File: src/rtl/prog_sequencer.sv
// Instruction supplier for the processor DIN/Run/Done handshake: fetches from a
// 1-cycle-latency program ROM, issues one run strobe per instruction, feeds mvi immediates.
module prog_sequencer #(
  parameter int ADDR_W   = 5,
  parameter int END_ADDR = 2**ADDR_W-1,
  parameter int TIMEOUT  = 8
) (
  input  logic              Clock,
  input  logic              Resetn,
  input  logic              start,
  input  logic              done,
  input  logic [15:0]       mem_q,
  output logic [ADDR_W-1:0] mem_addr,
  output logic [15:0]       din,
  output logic              run,
  output logic [ADDR_W-1:0] pc,
  output logic              halted,
  output logic              timeout_err,
  output logic [15:0]       instr_count
);

  localparam int TCNT_W = $clog2(TIMEOUT + 1);
  localparam logic [ADDR_W-1:0] END_PC    = ADDR_W'(END_ADDR);
  localparam logic [TCNT_W-1:0] TCNT_LAST = TCNT_W'(TIMEOUT - 1);

  typedef enum logic [2:0] {
    IDLE  = 3'd0,
    FETCH = 3'd1,
    ISSUE = 3'd2,
    EXEC  = 3'd3,
    HALT  = 3'd4
  } state_t;

  state_t            state;
  logic              is_mvi;
  logic [15:0]       ir_shadow;
  logic [15:0]       imm_reg;
  logic [TCNT_W-1:0] tcnt;
  logic [ADDR_W-1:0] pc_plus1;
  logic [ADDR_W-1:0] pc_step;
  logic              first_exec;

  assign pc_plus1   = pc + ADDR_W'(1);
  assign pc_step    = pc + (is_mvi ? ADDR_W'(2) : ADDR_W'(1));
  assign first_exec = (state == EXEC) && (tcnt == '0);

  // During ISSUE/EXEC the ROM is already pointed at the word after the opcode,
  // so an mvi immediate is on mem_q by the first EXEC cycle.
  assign mem_addr = ((state == ISSUE) || (state == EXEC)) ? pc_plus1 : pc;

  always_comb begin
    din = is_mvi ? imm_reg : ir_shadow;
    if (state == ISSUE) begin
      din = mem_q;
    end else if (first_exec && is_mvi) begin
      din = mem_q;
    end
  end

  always_ff @(posedge Clock or negedge Resetn) begin
    if (!Resetn) begin
      state       <= IDLE;
      pc          <= '0;
      run         <= 1'b0;
      halted      <= 1'b0;
      timeout_err <= 1'b0;
      instr_count <= '0;
      is_mvi      <= 1'b0;
      ir_shadow   <= '0;
      imm_reg     <= '0;
      tcnt        <= '0;
    end else begin
      run <= 1'b0;
      case (state)
        IDLE: begin
          if (start) state <= FETCH;
        end

        FETCH: begin
          if (pc == END_PC) begin
            halted <= 1'b1;
            state  <= HALT;
          end else begin
            run   <= 1'b1;
            state <= ISSUE;
          end
        end

        ISSUE: begin
          ir_shadow <= mem_q;
          is_mvi    <= (mem_q[8:6] == 3'b001);
          tcnt      <= '0;
          // The processor cannot finish an instruction it has only just been handed.
          if (done) begin
            timeout_err <= 1'b1;
            halted      <= 1'b1;
            state       <= HALT;
          end else begin
            state <= EXEC;
          end
        end

        EXEC: begin
          if (first_exec && is_mvi) imm_reg <= mem_q;
          if (done) begin
            pc   <= pc_step;
            tcnt <= '0;
            if (instr_count != 16'hFFFF) instr_count <= instr_count + 16'd1;
            state <= start ? FETCH : IDLE;
          end else if (tcnt == TCNT_LAST) begin
            timeout_err <= 1'b1;
            halted      <= 1'b1;
            state       <= HALT;
          end else begin
            tcnt <= tcnt + TCNT_W'(1);
          end
        end

        HALT: begin
          state <= HALT;
        end

        default: begin
          state <= IDLE;
        end
      endcase
    end
  end

endmodule

File: config.mk
export PLATFORM = sky130hd
export DESIGN_NAME = prog_sequencer
export DESIGN_NICKNAME = d
export VERILOG_FILES = /design/src/rtl/prog_sequencer.sv
export SDC_FILE = /design/constraint.sdc
export NUM_CORES = 1
export LEC_CHECK = 0
export BUFFER_PORTS_ARGS = -buffer_cell sky130_fd_sc_hd__buf_2
export CORE_MARGIN = 2
export CORE_UTILIZATION = 50
export DETAILED_ROUTE_END_ITERATION = 8
export PLACE_DENSITY = 0.79
export SETUP_SLACK_MARGIN = 0.1
export SYNTH_ARGS = -nofsm -noshare
export SYNTH_HDL_FRONTEND = slang
export SYNTH_SLANG_ARGS = --single-unit
File: constraint.sdc
create_clock -name Clock -period 2.2 [get_ports Clock]
set_clock_uncertainty 0.2 [all_clocks]
set_input_delay 0.44 -clock Clock [delete_from_list [all_inputs] [get_ports Clock]]
set_output_delay 0.44 -clock Clock [all_outputs]
set_load 0.02 [all_outputs]
; Word-level counts from Yosys, hierarchy flattened
; Cells that the tools add are included.
[op_classes]
addsub = 4
mux = 23
eq_ne = 15
reduce_logical = 14
[op_table]
columns = operator, count
row1 = $mux 16, 3
row2 = $add 16x1->16 const B, 1
row3 = $ne 16x16->1 const B, 1
row4 = $mux 3, 5
row5 = $pmux 3 s5, 1
row6 = $mux 4, 2
row7 = $ne 2x2->1 const B, 4
row8 = $pmux 4 s2, 1
row9 = $reduce_and 2->1, 4
row10 = $mux 1, 7
row11 = $eq 3x1->1 const B, 2
row12 = $eq 3x2->1 const B, 2
row13 = $add 5x1->5 const B, 1
row14 = $add 5x2->5, 1
row15 = $eq 5x5->1 const B, 1
row16 = $mux 5, 1
row17 = $reduce_and 5->1, 1
row18 = $add 4x1->4 const B, 1
row19 = $eq 4x3->1 const B, 1
row20 = $logic_not 4->1, 1
row21 = $reduce_and 4->1, 1
row22 = $eq 3x3->1 const B, 1
row23 = $logic_not 3->1, 1
row24 = $ne 3x2->1 const B, 1
row25 = 10 further kinds, 11
[totals]
regBits = 64
input_bits = 20
out_inout_bits = 45

; Logic depth before layout (Yosys ltp)
; Gate-level depths: netlist of the first run.
[depth]
ltp_word = 5
ltp_mapped = 9

; Worst setup path after synthesis of the first run
; Ideal clock, no wire load.
[synth_path]
path_kind = register to register
from = reg is_mvi
to = reg pc[4]
path_stages_with_launch = 8
path_buffers = 2
setup_slack_ps = -86
t_required_ps = 1869
t_arrival_ps = 1955
path_cell_list = dfrtp_1 > buf_2 > buf_1 > inv_1 > fa_1 > nor2_1 > nand3_1 > xnor2_1
[synth_via]
elab_chain_len = 2
[synth_rtl]
columns = item, line_no
row1 = "start, declared", 35  ; logic is_mvi;
row2 = "start signal, assigned", 91  ; is_mvi <= (mem_q[8:6] == 3'b001);
row3 = $mux 2, 44  ; assign pc_step = pc + (is_mvi ? ADDR_W'(2) : ADDR_W'(1));
row4 = $add 5x2->5, 44
row5 = "end signal, assigned", 106  ; pc <= pc_step;
row6 = "end, declared", 16  ; output logic [ADDR_W-1:0] pc,
; Every way passes these cells.
; A chain may end at the register's enable or synchronous reset.

; Worst setup path in the final report of the first run
[layout_path]
from = reg tcnt[0]
to = out din[4]
[layout_via]
elab_chain_len = 5
[layout_rtl]
columns = item, line_no
row1 = "start, declared", 38  ; logic [TCNT_W-1:0] tcnt;
row2 = "start signal, assigned", 115  ; tcnt <= tcnt + TCNT_W'(1);
row3 = $logic_not 4->1, 45  ; assign first_exec = (state == EXEC) && (tcnt == '0);
row4 = $logic_and 1x1->1, 45
row5 = $logic_and 1x1->1, 55  ; end else if (first_exec && is_mvi) begin
row6 = $mux 16, 55
row7 = $mux 16, 53  ; if (state == ISSUE) begin
row8 = "end, declared", 14  ; output logic [15:0] din,
; Every way passes these cells.

==> results.yml, run 1 <==
timing:
  whs_ns: 0.137
  tns_ns: -8.69
  worstMarginPinSlew_ns: 0.702
  setup_viol: 35
  grt_setup_unrepaired: "true"
  relSlewSlack_pct: 52.8
  max_clock_freq_ghz: 0.392
  hold_viol: 0
  slew_violations: 0
  post-route-period-util_pct: 116
  layout_setup_ws_ns: -0.348
  period_minus_slack_ns: 2.55
floorplan:
  rows: 29
  design.die.area_um2: 7220
  die_x_um: 85.0
  start_util_pct: 51.6
  pin_count: 65
  coreArea_um2: 6350
  fp.dieH_um: 85.0
logic_synthesis:
  ys_seq_area_share_pct: 48.9
  syn_nets: 325
  synth_most_common_cell: "dfrtp_1"
  synth-compound-area-share_pct: 8.21
  netlist_top_cells_area: "dfrtp_1 (49%), mux2_2 (12%), mux2i_1 (5.2%), o21ai_0 (4.3%), nand2_1 (4.0%)"
  yosys.area_share.xor_xnor_pct: 4.27
  ys_seq_elements: 64
  syn_area_um2: 3280
  synth_edf_count: 0
  yosysTopAreaCell: "dfrtp_1"
  yosys.cell_types.count: 43
  avgSynthCellArea_um2: 11.0
  synthMuxAreaShare_pct: 17.9
  yosys.area_share.simple_pct: 14.4
  ys_async_sr_fraction_pct: 100
  syn-instance-count: 297
  synth_top_family_by_area: "multiplexers"
  synth_top_area_share_pct: 48.9
  yosys_warnings: 0
  ys.flop_type: "dfrtp_1"
  synth-adder-area-share_pct: 3.28
  yosys-top-cells-count: "dfrtp_1 (64), mux2_2 (36), nand2_1 (35)"
worst_setup_path:
  cpMaxStageDelayCell: "dfrtp_1"
  crit_fanout: 16
  critical_path.max_stage_delay_ns: 0.40
  start_kind: "flop"
  crit_path_cell_trace: "inv_1, ha_2, nand4bb_4, a21oi_4, buf_12, nand2_1, o21ai_1, buf_2"
  crit_required_ns: 1.56
  worstPathArrival_ns: 1.91
  crit_family: "buffers and inverters"
  path_buf_inv: 3
  cp-end-kind: "primary output"
  path_class: "flop to primary output"
power:
  powerDensity_nw_per_um2: 490
  power_w: 0.00229
  p_leak_nw: 2.38
  peakVddDrop_uv: 494
routing:
  ant_nets: 0
  wl_per_cell_um: 19.0
  wl_um: 9160
  vias: 2809
  avgViaCountPerCell: 5.82
  drt_iter0_markers: 127
  first_pass_iters: 5
  drcViolationCount: 0
finish:
  area_delta_synth_final_pct: 42.3
  final_area_um2: 4660
  drive_above_1_share_pct: 49.5
  final_nets: 429
  n_antenna_cell: 0
global_routing:
  grt_max_degree: 25
  grt.total_usage_pct: 22.3
  antenna_found_initial: 0
  gr-total-overflow: 0
  grt_first_pass_wirelength_um: 12600
  grt_pass1_vias: 2640
job:
  maxCapViolations: 0
place:
  preCtsSetupSlack_ns: 0.0757
  post_dp_cell_area_um2: 3840
  gp_congestion: 0.879
  hpwl_um: 4950
  portBuffers: 64
run_status:
  violations: "negative setup slack"
  status: "finished, violations left"
cts:
  cts_max_path_buffers: 2
  numCtsBuffers: 9
  clock_sinks: 64
  clkSlewWorstSetupHoldPaths_ns: 0.09
  cts-root-buf: "clkbuf_8"
  clk_latency_ns: 0.36
  cts_tree: "built"
  htree_levels: 3
worst_hold_path:
  hold_path_class: "input port to flop"
routing by layer:
layer | up-vias | global-route usage, % | wire length, um
li1 | 1275 | - | -
met1 | 1422 | 28.1 | 3770
met2 | 86 | 36.8 | 4740
met3 | 26 | 5.64 | 384
met4 | 0 | 9.09 | 273
met5 | - | 0 | 0
final timing paths:
check	from	to	slack [ns]	depth (start not counted)
max	tcnt[0]	din[4]	-0.35	8
min	mem_q[2]	imm_reg[2]	0.14	2
max in group asynchronous	Resetn	state[1]	0.87	3
max reg2reg	tcnt[0]	imm_reg[11]	-0.26	11
min in group asynchronous	Resetn	imm_reg[6]	0.41	2
min reg2reg	timeout_err	timeout_err	0.29	1
cells in the final DEF, fill, tap and decap left out, types with 3 or more instances in the layout:
cell and instances:
dfrtp_1 59, buf_2 45, nand2_1 30, buf_4 27
buf_6 24, mux2_2 20, mux2i_1 17, mux2_4 17
o21ai_2 14, inv_1 11, xnor2_1 11, o21ai_0 11
clkbuf_8 9, nor2_1 7, a21oi_1 7, nand4_1 6
nand3_1 6, dfrtp_2 5, buf_12 5, nand2_2 4
nand2b_1 4, nor3_1 4, xor2_1 4, and4_1 3
ha_1 3
per-stage QoR:
| step | utilization (%) | instances |
|---|---|---|
| after floorplan | - | 297 |
| after global placement | 60.4 | 444 |
| after detailed placement | 60.4 | 444 |
| after CTS | 67.3 | 474 |
| after global routing | 73.5 | 483 |
| final | 73.5 | 483 |
kinds of logic (layout without fill, tap and decap cells):
logic type | after synthesis | count (layout)
buf+inv | 23 | 132
compound gates | 47 | 47
flops | 64 | 64
fa+ha+maj | 8 | 8
mux | 54 | 54
simple gates | 85 | 85
xor+xnor | 16 | 16
final cells by class:
type	count	area, um^2
sequential	64	1610
timing repair buffer	105	886
tap	77	96.3
clock buffer	9	124
inverter	11	41.3
multi-input combinational	210	1840
fill	375	1690
clock inverter	7	72.6
power by group:
part           internal (W)  total (W)  switching [W]
logic             0.0000266  0.0000733      0.0000467
clock network      0.000522    0.00104       0.000514
registers           0.00118    0.00118    0.000000486
worst reg2reg max path: stages, from the launching register on:
cell	delay, ns
dfrtp_1	0.40
inv_1	0.07
ha_2	0.19
nand4bb_4	0.14
buf_6	0.14
buf_6	0.10
buf_6	0.10
buf_6	0.10
buf_6	0.11
nor3_4	0.26
clkbuf_16	0.23
mux2_4	0.30
timing repair:
| action | 4_1_cts | 5_1_grt |
|---|---|---|
| cloned | 1 | 2 |
| endpoints found under the setup margin | 21 | 41 |
| gates resized for setup | 27 | 77 |
| setup buffers | 12 | 10 |
| pin swaps | 9 | 14 |
| hold endpoints to repair | 19 | 0 |
| hold buffers | 1 | 0 |
Note: power is estimated with default switching activity, not from simulation.
==> run 2: changes to the inputs <==
--- a/config.mk
+++ b/config.mk
@@ -6,9 +6,11 @@
 export NUM_CORES = 1
 export LEC_CHECK = 0
 export BUFFER_PORTS_ARGS = -buffer_cell sky130_fd_sc_hd__buf_2
+export CAP_MARGIN = 20
 export CORE_MARGIN = 2
 export CORE_UTILIZATION = 50
 export DETAILED_ROUTE_END_ITERATION = 8
+export MAX_ROUTING_LAYER = met4
 export PLACE_DENSITY = 0.79
 export SETUP_SLACK_MARGIN = 0.1
 export SYNTH_ARGS = -nofsm -noshare
==> run 2 against run 1 <==
  * The run still ends with negative setup slack left
  * Register-to-register slack about the same
  * Core utilization unchanged
  * Via count increased by 1.0%
  * Critical path depth unchanged
  * Combinational power about the same
  * Worst setup slack got worse by 0.012 ns
  * Clock power about the same
  * Sequential power about the same
  * Hold slack got worse by 0.0021 ns
  * Total power decreased by 0.22%
  * Critical path type unchanged
  * Largest cell class unchanged
  * Largest power group unchanged
==> results.yml, run 2 (synthesis gave the netlist of run 1 again) <==
floorplan:
  fp.dieH_um: 85.0
  rows: 29
  coreArea_um2: 6350
  start_util_pct: 51.6
  pin_count: 65
  die_x_um: 85.0
  design.die.area_um2: 7220
global_routing:
  met1_usage_pct: 28.1
  grt_pass1_vias: 2630
  grt_most_used_layer: "met2"
  grt_use_met2_pct: 36.8
  gr-total-overflow: 0
  grt_first_pass_wirelength_um: 12600
  antenna_found_initial: 0
  grt.total_usage_pct: 23.0
  use_met3_pct: 5.64
  grt_max_degree: 25
cts:
  clkSlewWorstSetupHoldPaths_ns: 0.09
  clk_latency_ns: 0.36
  htree_levels: 3
  numCtsBuffers: 9
  clock_sinks: 64
  cts_tree: "built"
  cts-root-buf: "clkbuf_8"
  cts_max_path_buffers: 2
worst_setup_path:
  crit_fanout: 16
  crit_required_ns: 1.56
  reg2reg_from: "tcnt[1]"
  crit_path_start: "tcnt[1]"
  path_class: "flop to primary output"
  cp-end-kind: "primary output"
  worstPathArrival_ns: 1.92
  start_kind: "flop"
timing:
  period_minus_slack_ns: 2.56
  whs_ns: 0.135
  relSlewSlack_pct: 55.7
  setup_viol: 35
  hold_viol: 0
  post-route-period-util_pct: 116
  grt_setup_unrepaired: "true"
  layout_setup_ws_ns: -0.359
  max_clock_freq_ghz: 0.391
  tns_ns: -8.98
  worstMarginPinSlew_ns: 0.659
  slew_violations: 0
routing:
  first_pass_iters: 5
  ant_nets: 0
  wl_um: 9170
  drt_iter0_markers: 168
  avgViaCountPerCell: 5.88
  vias: 2838
  drcViolationCount: 0
  wl_per_cell_um: 19.0
place:
  portBuffers: 64
  hpwl_um: 4950
  gp_congestion: 0.893
finish:
  final_common_cell: "dfrtp_1"
  layout_common_cells: "dfrtp_1 (59), buf_2 (45), nand2_1 (30), buf_4 (27), buf_6 (24)"
  final_nets: 429
  n_antenna_cell: 0
  area_delta_synth_final_pct: 42.3
  drive_above_1_share_pct: 49.5
  n_fill_cell: 375
run_status:
  violations: "negative setup slack"
  status: "finished, violations left"
worst_hold_path:
  hold_path_class: "input port to flop"
  min_from: "mem_q[2]"
power:
  powerDensity_nw_per_um2: 489
  peakVddDrop_uv: 491
  p_leak_nw: 2.38
job:
  maxCapViolations: 0
[run 2: path summary, 6_finish.rpt]
check / to / slack (ns) / cells after the start
hold reg to reg: timeout_err / 0.29 / 1
setup reg to reg: imm_reg[11] / -0.27 / 11
hold / removal: imm_reg[2] / 0.14 / 2
setup / recovery: din[4] / -0.36 / 8
max in group asynchronous: state[1] / 0.87 / 3
min in group asynchronous: imm_reg[6] / 0.40 / 2
[run 2: cell type report]
type | count | area, um^2 | share of cell area (%)
multi-input combinational | 210 | 1840 | 39.4
sequential | 64 | 1610 | 34.5
timing repair buffer | 105 | 886 | 19.0
clock buffer | 9 | 124 | 2.66
tap | 77 | 96.3 | 2.07
clock inverter | 7 | 72.6 | 1.56
inverter | 11 | 41.3 | 0.885
[run 2: per-stage QoR]
step / cells / util [%] / setup slack [ns] / cell area (um^2) / total power [W]
finish: 483 / 73.5 / -0.359 / 4660 / 0.00228
global route: 483 / 73.5 / -0.454 / 4660 / 0.00236
CTS: 474 / 67.3 / -0.301 / 4270 / 0.00227
detailed placement: 444 / 60.4 / 0.0757 / 3840 / 0.00127
global placement: 444 / 60.4 / 0.116 / 3840 / 0.00127
floorplan: 297 / - / 0.0784 / 3300 / 0.00121
[run 2: report_power, final]
group          switching, W  internal (W)  leakage, nW
clock network      0.000509      0.000522       0.0952
registers       0.000000486       0.00118        0.870
logic             0.0000470     0.0000266         1.42
[run 2: repair_timing]
item,in CTS,in global routing
hold buffers,1,0
setup buffers,12,10
gates cloned,1,2
endpoints found under the setup margin,21,41
resized for setup,27,77
pin swaps,9,14
hold endpoints to repair,19,0
[run 2: worst max-delay path: stages (launching register included)]
cell	delay, ns
dfrtp_1	0.40
inv_1	0.08
ha_2	0.19
nand4bb_4	0.14
a21oi_4	0.22
buf_12	0.18
nand2_1	0.09
o21ai_1	0.08
buf_2	0.18
[run 2: per-layer routing]
layer / part of all wire [%] / vias up
met5: 0 / -
met4: 2.4 / 0
met3: 4.1 / 22
met2: 52 / 83
met1: 42 / 1453
li1: - / 1280
